==> src/rtl/vector_cmd_sequencer_if.sv <==
// Bus bundle between the vector command sequencer and its neighbours:
// UART RX/TX, the two vector banks and the compute unit.
// The master side is the sequencer; the slave side is the environment.
interface vector_cmd_sequencer_if #(
    parameter int ADDR_W    = 10,
    parameter int RES_BYTES = 4
);
    logic                   rx_ready;
    logic [7:0]             rx_data;
    logic                   wr_en_a;
    logic                   wr_en_b;
    logic [ADDR_W-1:0]      wr_addr;
    logic [7:0]             wr_data;
    logic [7:0]             op_code;
    logic                   op_start;
    logic                   op_done;
    logic [RES_BYTES*8-1:0] result;
    logic                   tx_start;
    logic [7:0]             tx_data;
    logic                   tx_busy;
    logic                   busy;
    logic                   rx_drop;

    modport master (
        input  rx_ready, rx_data, op_done, result, tx_busy,
        output wr_en_a, wr_en_b, wr_addr, wr_data, op_code, op_start,
               tx_start, tx_data, busy, rx_drop
    );

    modport slave (
        output rx_ready, rx_data, op_done, result, tx_busy,
        input  wr_en_a, wr_en_b, wr_addr, wr_data, op_code, op_start,
               tx_start, tx_data, busy, rx_drop
    );
endinterface

==> src/rtl/vector_cmd_sequencer.sv <==
// UART command sequencer for the vector coprocessor.
// Header 0x00 starts a vector load (bank select byte, then VEC_LEN data
// bytes); any other header is a command that launches the compute unit and
// returns its result over UART TX, most significant byte first.
// Every output is a register; the comb block computes all next values.
module vector_cmd_sequencer #(
    parameter int VEC_LEN   = 1024,
    parameter int ADDR_W    = 10,
    parameter int RES_BYTES = 4
) (
    input  logic                   clk,
    input  logic                   reset,
    vector_cmd_sequencer_if.master bus
);

    localparam int IDX_W = (RES_BYTES > 1) ? $clog2(RES_BYTES) : 1;
    localparam logic [ADDR_W-1:0] LAST_ADDR = ADDR_W'(VEC_LEN - 1);
    localparam logic [IDX_W-1:0]  LAST_IDX  = IDX_W'(RES_BYTES - 1);

    typedef enum logic [2:0] {
        IDLE,
        GET_BANK,
        LOAD,
        EXEC,
        WAIT_DONE,
        TX_SEND,
        TX_WAIT
    } state_t;

    state_t                 r_state,   w_state;
    logic [ADDR_W-1:0]      r_cnt,     w_cnt;
    logic                   r_bankSel, w_bankSel;
    logic [RES_BYTES*8-1:0] r_shift,   w_shift;
    logic [IDX_W-1:0]       r_idx,     w_idx;
    logic                   r_txFirst, w_txFirst;
    logic                   r_wrEnA,   w_wrEnA;
    logic                   r_wrEnB,   w_wrEnB;
    logic [ADDR_W-1:0]      r_wrAddr,  w_wrAddr;
    logic [7:0]             r_wrData,  w_wrData;
    logic [7:0]             r_opCode,  w_opCode;
    logic                   r_opStart, w_opStart;
    logic                   r_txStart, w_txStart;
    logic [7:0]             r_txData,  w_txData;
    logic                   r_busy,    w_busy;
    logic                   r_rxDrop,  w_rxDrop;

    // Next-state and next-output logic; pulses default low, everything else holds
    always_comb begin
        w_state   = r_state;
        w_cnt     = r_cnt;
        w_bankSel = r_bankSel;
        w_shift   = r_shift;
        w_idx     = r_idx;
        w_txFirst = r_txFirst;
        w_wrEnA   = 1'b0;
        w_wrEnB   = 1'b0;
        w_wrAddr  = r_wrAddr;
        w_wrData  = r_wrData;
        w_opCode  = r_opCode;
        w_opStart = 1'b0;
        w_txStart = 1'b0;
        w_txData  = r_txData;
        w_rxDrop  = r_rxDrop;

        case (r_state)
            IDLE: begin
                if (bus.rx_ready) begin
                    if (bus.rx_data == 8'h00) begin
                        w_state = GET_BANK;
                    end else begin
                        w_opCode = bus.rx_data;
                        w_state  = EXEC;
                    end
                end
            end
            GET_BANK: begin
                if (bus.rx_ready) begin
                    w_bankSel = (bus.rx_data != 8'h00);
                    w_cnt     = '0;
                    w_state   = LOAD;
                end
            end
            LOAD: begin
                if (bus.rx_ready) begin
                    w_wrEnA  = ~r_bankSel;
                    w_wrEnB  = r_bankSel;
                    w_wrAddr = r_cnt;
                    w_wrData = bus.rx_data;
                    if (r_cnt == LAST_ADDR) begin
                        w_state = IDLE;
                    end else begin
                        w_cnt = r_cnt + 1'b1;
                    end
                end
            end
            EXEC: begin
                w_opStart = 1'b1;
                w_state   = WAIT_DONE;
            end
            WAIT_DONE: begin
                if (bus.op_done) begin
                    w_shift = bus.result;
                    w_idx   = '0;
                    w_state = TX_SEND;
                end
            end
            TX_SEND: begin
                if (!bus.tx_busy) begin
                    w_txStart = 1'b1;
                    w_txData  = r_shift[RES_BYTES*8-1 -: 8];
                    w_shift   = r_shift << 8;
                    w_txFirst = 1'b1;
                    w_state   = TX_WAIT;
                end
            end
            TX_WAIT: begin
                if (r_txFirst) begin
                    w_txFirst = 1'b0;
                end else if (!bus.tx_busy) begin
                    if (r_idx == LAST_IDX) begin
                        w_state = IDLE;
                    end else begin
                        w_idx   = r_idx + 1'b1;
                        w_state = TX_SEND;
                    end
                end
            end
            default: begin
                w_state = IDLE;
            end
        endcase

        if (bus.rx_ready && (r_state == EXEC || r_state == WAIT_DONE ||
                             r_state == TX_SEND || r_state == TX_WAIT)) begin
            w_rxDrop = 1'b1;
        end

        w_busy = (w_state != IDLE);
    end

    // State and output registers, cleared together by the synchronous reset
    always_ff @(posedge clk) begin
        if (reset) begin
            r_state   <= IDLE;
            r_cnt     <= '0;
            r_bankSel <= 1'b0;
            r_shift   <= '0;
            r_idx     <= '0;
            r_txFirst <= 1'b0;
            r_wrEnA   <= 1'b0;
            r_wrEnB   <= 1'b0;
            r_wrAddr  <= '0;
            r_wrData  <= '0;
            r_opCode  <= '0;
            r_opStart <= 1'b0;
            r_txStart <= 1'b0;
            r_txData  <= '0;
            r_busy    <= 1'b0;
            r_rxDrop  <= 1'b0;
        end else begin
            r_state   <= w_state;
            r_cnt     <= w_cnt;
            r_bankSel <= w_bankSel;
            r_shift   <= w_shift;
            r_idx     <= w_idx;
            r_txFirst <= w_txFirst;
            r_wrEnA   <= w_wrEnA;
            r_wrEnB   <= w_wrEnB;
            r_wrAddr  <= w_wrAddr;
            r_wrData  <= w_wrData;
            r_opCode  <= w_opCode;
            r_opStart <= w_opStart;
            r_txStart <= w_txStart;
            r_txData  <= w_txData;
            r_busy    <= w_busy;
            r_rxDrop  <= w_rxDrop;
        end
    end

    assign bus.wr_en_a  = r_wrEnA;
    assign bus.wr_en_b  = r_wrEnB;
    assign bus.wr_addr  = r_wrAddr;
    assign bus.wr_data  = r_wrData;
    assign bus.op_code  = r_opCode;
    assign bus.op_start = r_opStart;
    assign bus.tx_start = r_txStart;
    assign bus.tx_data  = r_txData;
    assign bus.busy     = r_busy;
    assign bus.rx_drop  = r_rxDrop;

endmodule

==> src/flat_wrapper.sv <==
// flat-port wrapper written by rule: the top's interface ports become plain ports
module vector_cmd_sequencer_flat 
#(
    parameter int VEC_LEN   = 1024,
    parameter int ADDR_W    = 10,
    parameter int RES_BYTES = 4
)
  (clk, reset, bus_rx_ready, bus_rx_data, bus_op_done, bus_result, bus_tx_busy, bus_wr_en_a, bus_wr_en_b, bus_wr_addr, bus_wr_data, bus_op_code, bus_op_start, bus_tx_start, bus_tx_data, bus_busy, bus_rx_drop);
  vector_cmd_sequencer_if #(.ADDR_W(ADDR_W), .RES_BYTES(RES_BYTES)) bus_i ();
  input  logic clk;
  input  logic reset;
  input wire logic [$bits(bus_i.rx_ready)-1:0] bus_rx_ready;
  input wire logic [$bits(bus_i.rx_data)-1:0] bus_rx_data;
  input wire logic [$bits(bus_i.op_done)-1:0] bus_op_done;
  input wire logic [$bits(bus_i.result)-1:0] bus_result;
  input wire logic [$bits(bus_i.tx_busy)-1:0] bus_tx_busy;
  output wire logic [$bits(bus_i.wr_en_a)-1:0] bus_wr_en_a;
  output wire logic [$bits(bus_i.wr_en_b)-1:0] bus_wr_en_b;
  output wire logic [$bits(bus_i.wr_addr)-1:0] bus_wr_addr;
  output wire logic [$bits(bus_i.wr_data)-1:0] bus_wr_data;
  output wire logic [$bits(bus_i.op_code)-1:0] bus_op_code;
  output wire logic [$bits(bus_i.op_start)-1:0] bus_op_start;
  output wire logic [$bits(bus_i.tx_start)-1:0] bus_tx_start;
  output wire logic [$bits(bus_i.tx_data)-1:0] bus_tx_data;
  output wire logic [$bits(bus_i.busy)-1:0] bus_busy;
  output wire logic [$bits(bus_i.rx_drop)-1:0] bus_rx_drop;
  assign bus_i.rx_ready = bus_rx_ready;
  assign bus_i.rx_data = bus_rx_data;
  assign bus_i.op_done = bus_op_done;
  assign bus_i.result = bus_result;
  assign bus_i.tx_busy = bus_tx_busy;
  assign bus_wr_en_a = bus_i.wr_en_a;
  assign bus_wr_en_b = bus_i.wr_en_b;
  assign bus_wr_addr = bus_i.wr_addr;
  assign bus_wr_data = bus_i.wr_data;
  assign bus_op_code = bus_i.op_code;
  assign bus_op_start = bus_i.op_start;
  assign bus_tx_start = bus_i.tx_start;
  assign bus_tx_data = bus_i.tx_data;
  assign bus_busy = bus_i.busy;
  assign bus_rx_drop = bus_i.rx_drop;
  vector_cmd_sequencer #(.VEC_LEN(VEC_LEN), .ADDR_W(ADDR_W), .RES_BYTES(RES_BYTES)) u_core (.clk(clk), .reset(reset), .bus(bus_i));
endmodule
==> config.mk <==
export PLATFORM = sky130hd
export DESIGN_NAME = vector_cmd_sequencer_flat
export DESIGN_NICKNAME = d
export VERILOG_FILES = /design/src/rtl/vector_cmd_sequencer_if.sv /design/src/rtl/vector_cmd_sequencer.sv /design/src/flat_wrapper.sv
export SDC_FILE = /design/constraint.sdc
export NUM_CORES = 1
export LEC_CHECK = 0
export ABC_AREA = 0
export CAP_MARGIN = 15
export CORE_ASPECT_RATIO = 0.6
export CORE_MARGIN = 3
export CORE_UTILIZATION = 30
export DETAILED_ROUTE_END_ITERATION = 16
export PLACE_DENSITY_LB_ADDON = 0.05
export SETUP_SLACK_MARGIN = 0.5
export SYNTH_ARGS = -nofsm -noshare
export SYNTH_HDL_FRONTEND = slang
export SYNTH_SLANG_ARGS = --single-unit
==> constraint.sdc <==
create_clock -name clk -period 2.8 [get_ports clk]
set_input_delay 0.42 -clock clk [delete_from_list [all_inputs] [get_ports clk]]
set_output_delay 0.42 -clock clk [all_outputs]
set_load 0.01 [all_outputs]
==> results of run 1 <==
[flip-flops by register name (all words and copies together), names as in the netlist]
signal,count
u_core.bus.op_start,1
u_core.bus.tx_start,1
u_core.r_cnt,10
u_core.bus.rx_drop,1
u_core.bus.wr_en_a,1
u_core.bus.wr_en_b,1
u_core.r_txFirst,1
u_core.bus.tx_data,8
u_core.bus.op_code,8
u_core.r_state,3
u_core.bus.busy,1
u_core.bus.wr_data,8
u_core.r_bankSel,1
u_core.r_idx,2
u_core.r_shift,32
u_core.bus.wr_addr,10
[layout make-up]
type                    count  area [um^2]  share of cell area [%]
repair buffers             96          926                    18.5
multi-input cells         301         1800                    36.0
inverters                   1         3.75                  0.0750
clock buffers              11          253                    5.05
clock inverters             5         37.5                   0.750
flip-flops and latches     89         1780                    35.6
well taps                 160          200                    4.00
[placed cells by master (no fill, tap or decap), drive strengths merged, types with 4 or more instances in the layout]
| cell | Yosys | final |
|---|---|---|
| nand2b | 6 | 6 |
| clkbuf | 15 | 11 |
| nand3 | 12 | 12 |
| a211oi | 25 | 25 |
| mux2i | 36 | 36 |
| nor2 | 42 | 42 |
| nand4 | 5 | 5 |
| nand2 | 70 | 70 |
| dfxtp | 89 | 89 |
| o21ai | 4 | 4 |
| clkdlybuf4s50 | 0 | 83 |
| nor3 | 7 | 7 |
| and4 | 4 | 4 |
| a21oi | 43 | 43 |
| buf | 15 | 13 |
[power by group through the flow]
stage | Sequential, mW | Combinational, mW | Clock [mW]
after floorplan | 1.40 | 0.254 | 0
after global placement | 1.41 | 0.453 | 0
after detailed placement | 1.41 | 0.457 | 0
after CTS | 1.38 | 0.461 | 1.20
after global routing | 1.39 | 0.499 | 1.25
final | 1.38 | 0.455 | 1.16
[per-layer routing]
metal	up-vias	global-route usage [%]	part of all wire [%]
li1	1664	-	-
met1	1472	22.3	55
met2	66	19.9	39
met3	5	4.20	4.6
met4	0	3.42	0.73
met5	-	0	0
[critical path, delay by kind of cell]
family	cells	cell delay, ns
buffers and inverters	1	0.45
and+or+nand+nor	2	0.82
AOI/OAI and AO/OA	2	0.56
[final timing paths]
kind / start / to / slack (ns) / cells after the start
max reg2reg: u_core.r_state[0] / u_core.bus.wr_addr[5] / 0.77 / 5
min: u_core.r_bankSel / u_core.bus.wr_en_a / 0.45 / 1
max: bus_rx_data[3] / u_core.bus.busy / 0.74 / 5
min reg2reg: u_core.r_bankSel / u_core.bus.wr_en_a / 0.45 / 1
[cell families (layout without fill, tap and decap cells)]
family / count (synthesis) / after routing / share of synthesized area, %
DFF: 89 / 89 / 47.9
muxes: 36 / 36 / 9.69
AOI/OAI and AO/OA: 88 / 88 / 14.9
and+or+nand+nor: 173 / 173 / 22.4
xor gates and xnor gates: 2 / 2 / 0.673
buffers and inverters: 31 / 113 / 3.74
adders and majority gates: 2 / 2 / 0.673
[per-stage QoR]
stage	instance area (um^2)	instances
floorplan	3720	421
global placement	4710	647
detailed placement	4710	647
CTS	5000	663
global route	5000	663
finish	5000	663
==> results.md, run 1 <==
- Count leader, synth: dfxtp_1
- Post-route ant nets: 0
- Synth Flop Type: dfxtp_1
- First-pass GRT wire length: 15900 um
- Final worst slack: 0.745 ns
- Overflow after GRT: 0
- Total Wirelength: roughly 9900 um
- Synthesized flop and latch total: 89
- Slowest CP cell: nor4_1
- HPWL after DPL: 7110 um
- Synth top area share: 47.9%
- Final core utilization: 42.9%
- Placer Congestion: 0.732
- Post-synth ARST share: 0%
- DR vias: 3207
- Pre-CTS WS: about 0.43 ns
- # rows: 30
- Number of global-route vias before repair: 3003
- Worst-Margin Slew: 0.708 ns
- Pwr dens: 599 nW/um^2
- Drt wl/cell: between 10 and 15 um
- Area contributors post-synth: dfxtp_1 48%, mux2i_1 9.7%, nand2_1 7.1%
- RSZ-0062 raised after global routing: no
- Vert. Die Dim: approximately 92 um
- CTS tree: done
- Post-cts sizing count: 0
- Setup TNS: 0 ns
- Antenna violations before repair: 0
- Net count after synthesis: roughly 470
- Leak pwr: between 1.5 and 2 nW
- Clk sink count: 89
- Fmax achieved: ~0.49 GHz
- Clock transition at path regs: 0.07 ns
- Layout cells sized above 1: 7.36%
- Required time worst endpoint: 3.00 ns
- Synth Warn #: 0
- Internal power: 2.21 mW
- CTS Hold Bufs: 0
- Port-buffer cells: 84
- Hold slack: 0.453 ns
- Starting Density: 31.8%
- Slew margin rel.: 52.3%
- H-tree depth: 3
- Ant diodes: 0
- Net Sw Power: just under 0.8 mW
- Top cells by count, synth: 89 x dfxtp_1, 70 x nand2_1, 43 x a21oi_1
- Final Critical Period: between 2 and 2.5 ns
- Worst path cell trace: clkdlybuf4s50_1, nor4_1, a2111oi_2, o31ai_1, nand4bb_1
- Switching Fraction: 26.3%
- Critical path class: primary input to flip-flop
- Nets: ~550
- Clk_lat worst skew: 0.33 ns
- Clk network pwr share: between 30 and 40%
- Worst hold path class: flip-flop to flip-flop
- Period utilization: 73.4%
- Die width: around 150 um
- Die area: approximately 14000 um^2
- Synth cell types: 45
- Status: completed
- Clk_skew: 0.00789 ns
- Register area share after synthesis: 47.9%
- Hold Vio Cnt, Final: 0
- Syn Inst Count: approximately 420
- Gr usage total: 14.6%
- Starting DRC count in detailed routing: between 150 and 200
- Maximum VDD drop: around 0.00030 V
- Critical Path Sink Type: flip-flop
- Slew Viols, Final: 0
- I/O pin count: 85
- Max Cap Violations: 0
- Sequential cell fraction of total power: 46.0%
- Area leader, netlist: dfxtp_1
- Slowest cell delay on critical path: 0.66 ns
- Largest net degree at the start of global routing: 49
- Avg Vias per Cell: 4.84
- Fillers: 1178
- Setup Buffers After CTS: 0
- CP Data Arrival Time: 2.25 ns
- Post-synth EDFFs: 0
- Drt drc: 0
- Tot Pwr: 3.00 mW
- 1st-pass router iterations: 4
- Critical path fanouts, max: 3
- Logic pwr share: between 10% and 20%
- Critical Path Source Type: primary input
- Area delta synth->final: 34.6%
- Core area: 11700 um^2
- Root buf cell: clkbuf_16
- CTS Buf Count: 9
- Clk buf depth: 2
- Final setup violation count: 0
- Syn Area/Cell: approximately 8.8 um^2
- Synthesized area: between 3000 and 4000 um^2
Power figures use the tool's default switching activity.
==> run 2: changes to the inputs <==
==> constraint.sdc (replaced) <==
create_clock -name clk -period 1.75 [get_ports clk]
set_input_delay 0.2625 -clock clk [delete_from_list [all_inputs] [get_ports clk]]
set_output_delay 0.2625 -clock clk [all_outputs]
set_load 0.01 [all_outputs]
==> run 2 against run 1 <==
Clock skew shrank 0.00058 ns. Via count grew 8.5%. Core utilization grew 7.5 points. Highest routed layer unchanged. Critical path depth shrank 1. Combinational power grew 140%. Routed wire length grew 15%. Setup slack lost 0.56 ns. Total power grew 86%. Design area grew 18%.
==> results.md, run 2 (same netlist as run 1, synthesis figures left out) <==
- Worst reg2reg path endpoint: u_core.r_cnt[0]
- Pre-CTS WS: -0.220 ns (-0.654 ns)
- Most flop-heavy register: u_core.r_shift
- R2R depth: 4 (-1)
- Most common cell after layout, fill and taps aside: dfxtp_1
- Worst r2r src: u_core.r_state[1]
- Post-route ant nets: 0 (unchanged)
- Overflow after GRT: 0 (unchanged)
- Multi-input logic area: 2070 um^2 (+15%)
- Gr usage total: 16.4% (+1.8 points)
- Largest net degree at the start of global routing: 37 (-24%)
- Antenna violations before repair: 0 (unchanged)
- Drt wl/cell: 15.8 um (+5.7%)
- Register area: 1800 um^2 (+1.1%)
- Worst path cell trace: buf_6, or3b_1, or4_1, a21oi_1
- Worst-Margin Slew: 0.407 ns (-0.301 ns)
- Maximum VDD drop: 0.000529 V (+76%)
- Die area: 13800 um^2 (unchanged)
- Placer Congestion: 0.783 (+7.1%)
- Number of global-route vias before repair: 3339 (+11%)
- Clk sink count: 89 (unchanged)
- Layout cells sized above 1: 23.7% (+16 points)
- Area delta synth->final: 58.2%
- Clk_skew: 0.00732 ns (-0.000578 ns)
- Nets: 603 (+11%)
- 1st-pass router iterations: 4 (unchanged)
- Critical path class: flip-flop to flip-flop
- Max Cap Violations: 0 (unchanged)
- Status: completed
- Critical Path Source Type: flip-flop
- Final Critical Period: 1.56 ns
- Final non-filler cell total: 721 (+8.7%)
- Required time worst endpoint: 2.02 ns (-0.98 ns)
- Die width: 150 um (unchanged)
- I/O pin count: 85 (unchanged)
- Worst hold path class: primary input to flip-flop
- Ant diodes: 0 (unchanged)
- Final worst slack: 0.188 ns (-0.557 ns)
- Period utilization: around nine tenths
- Setup TNS: 0 ns (unchanged)
- Number of flip-flops under the largest register name: 32 (unchanged)
- # rows: 30 (unchanged)
- HPWL after DPL: 7320 um (+2.9%)
- CTS tree: done
- Cell count after placement: 675 (+4.3%)
- WP depth: 4 (-1)
- Final setup violation count: 0 (unchanged)
- H-tree depth: 3 (unchanged)
- Starting DRC count in detailed routing: 165 (-5.2%)
- CTS Buf Count: 9 (unchanged)
- DR vias: 3480 (+8.5%)
- Root buf cell: clkbuf_16
- CTS Hold Bufs: 0 (unchanged)
- CP top delay family: simple AND/OR/NAND/NOR gates
- Clock transition at path regs: 0.07 ns (about the same)
- Flop2flop setup slack: 0.19 ns (-0.58 ns)
- Core area: 11700 um^2 (unchanged)
- Fmax achieved: 0.640 GHz
- WP buf/inv: 1 (unchanged)
- Vert. Die Dim: 92.2 um (unchanged)
- Critical path fanouts, max: 6 (+3)
- Slew Viols, Final: 0 (unchanged)
- Starting Density: 31.8% (unchanged)
- CP Data Arrival Time: 1.83 ns (-0.42 ns)
- Clk buf depth: 2 (unchanged)
- Fillers: 1107 (-6.0%)
- Slowest CP cell: or4_1
- Avg Vias per Cell: 4.83 (-0.22%)
- Clk_lat worst skew: 0.34 ns (about the same)
- First-pass GRT wire length: 17600 um (+11%)
- Slowest cell delay on critical path: 0.47 ns (-0.19 ns)
- Slew margin rel.: 72.7% (+20 points)
- Pwr dens: 948 nW/um^2 (+58%)
- Critical Path Start: u_core.r_state[1]
- RSZ-0062 raised after global routing: yes
- Hold Vio Cnt, Final: 0 (unchanged)
- Total Wirelength: 11400 um (+15%)
- Drt drc: 0 (unchanged)
- Final core utilization: 50.4% (+7.5 points)
- Port-buffer cells: 84 (unchanged)
- Leak pwr: 2.38 nW (+28%)
- Critical Path Sink Type: flip-flop
- Most frequent cells in the layout: 83 x dfxtp_1, 68 x nand2_1, 50 x buf_4
- Critical path endpoint: u_core.r_cnt[0]
- Tot Pwr: 5.57 mW (+86%)
==> run 2: timing repair <==
item	4_1_cts	5_1_grt
pin swaps	16	15
endpoints found under the setup margin	125	105
gates cloned	3	3
setup buffers	13	11
gates resized for setup	95	40
==> run 2: metal layers <==
layer,vias to the layer above,track usage [%],part of all wire [%]
met5,-,0,0
met4,0,3.96,0.86
met3,8,4.79,4.8
met2,80,21.7,40
met1,1623,25.5,55
li1,1769,-,-
==> run 2: cell type report <==
| class | instances | area share [%] |
|---|---|---|
| inverters | 1 | 0.0638 |
| clock inverters | 7 | 2.11 |
| flip-flops and latches | 89 | 30.6 |
| repair buffers | 153 | 24.8 |
| multi-input cells | 302 | 35.2 |
| clock buffers | 9 | 3.83 |
| well taps | 160 | 3.40 |
==> run 2: worst min path at each step <==
| stage | start | endpoint | cells after the start | slack, ns |
|---|---|---|---|---|
| 4_1_cts | reset | u_core.r_cnt[9] | 3 | 0.29 |
| 3_3_place_gp | u_core.bus.wr_addr[3] | u_core.bus.wr_addr[3] | 2 | 0.44 |
| 2_1_floorplan | bus_rx_data[0] | u_core.bus.wr_data[0] | 2 | 0.40 |
| 6_report | reset | u_core.r_cnt[9] | 3 | 0.30 |
| 5_1_grt | reset | u_core.r_cnt[5] | 3 | 0.33 |
| 3_5_place_dp | u_core.bus.wr_addr[3] | u_core.bus.wr_addr[3] | 2 | 0.45 |
==> run 2: through the flow <==
step | hold slack (ns) | cell area (um^2)
finish | 0.303 | 5880
global route | 0.333 | 5880
CTS | 0.293 | 5630
detailed placement | 0.447 | 5040
global placement | 0.442 | 5040
floorplan | 0.398 | 3860
==> run 2: tightest hold or removal path: cells and delay by family <==
family	cells	cell delay, ns
buffers and inverters	1	0.16
multiplexers	1	0.05
AND/OR/NAND/NOR	1	0.12
==> run 2: report_power, final <==
part | internal, mW | leakage (nW) | switching (mW) | total, mW
clock network | 1.41 | 0.167 | 0.859 | 2.27
logic | 0.600 | 1.48 | 0.500 | 1.10
registers | 2.13 | 0.724 | 0.0796 | 2.20
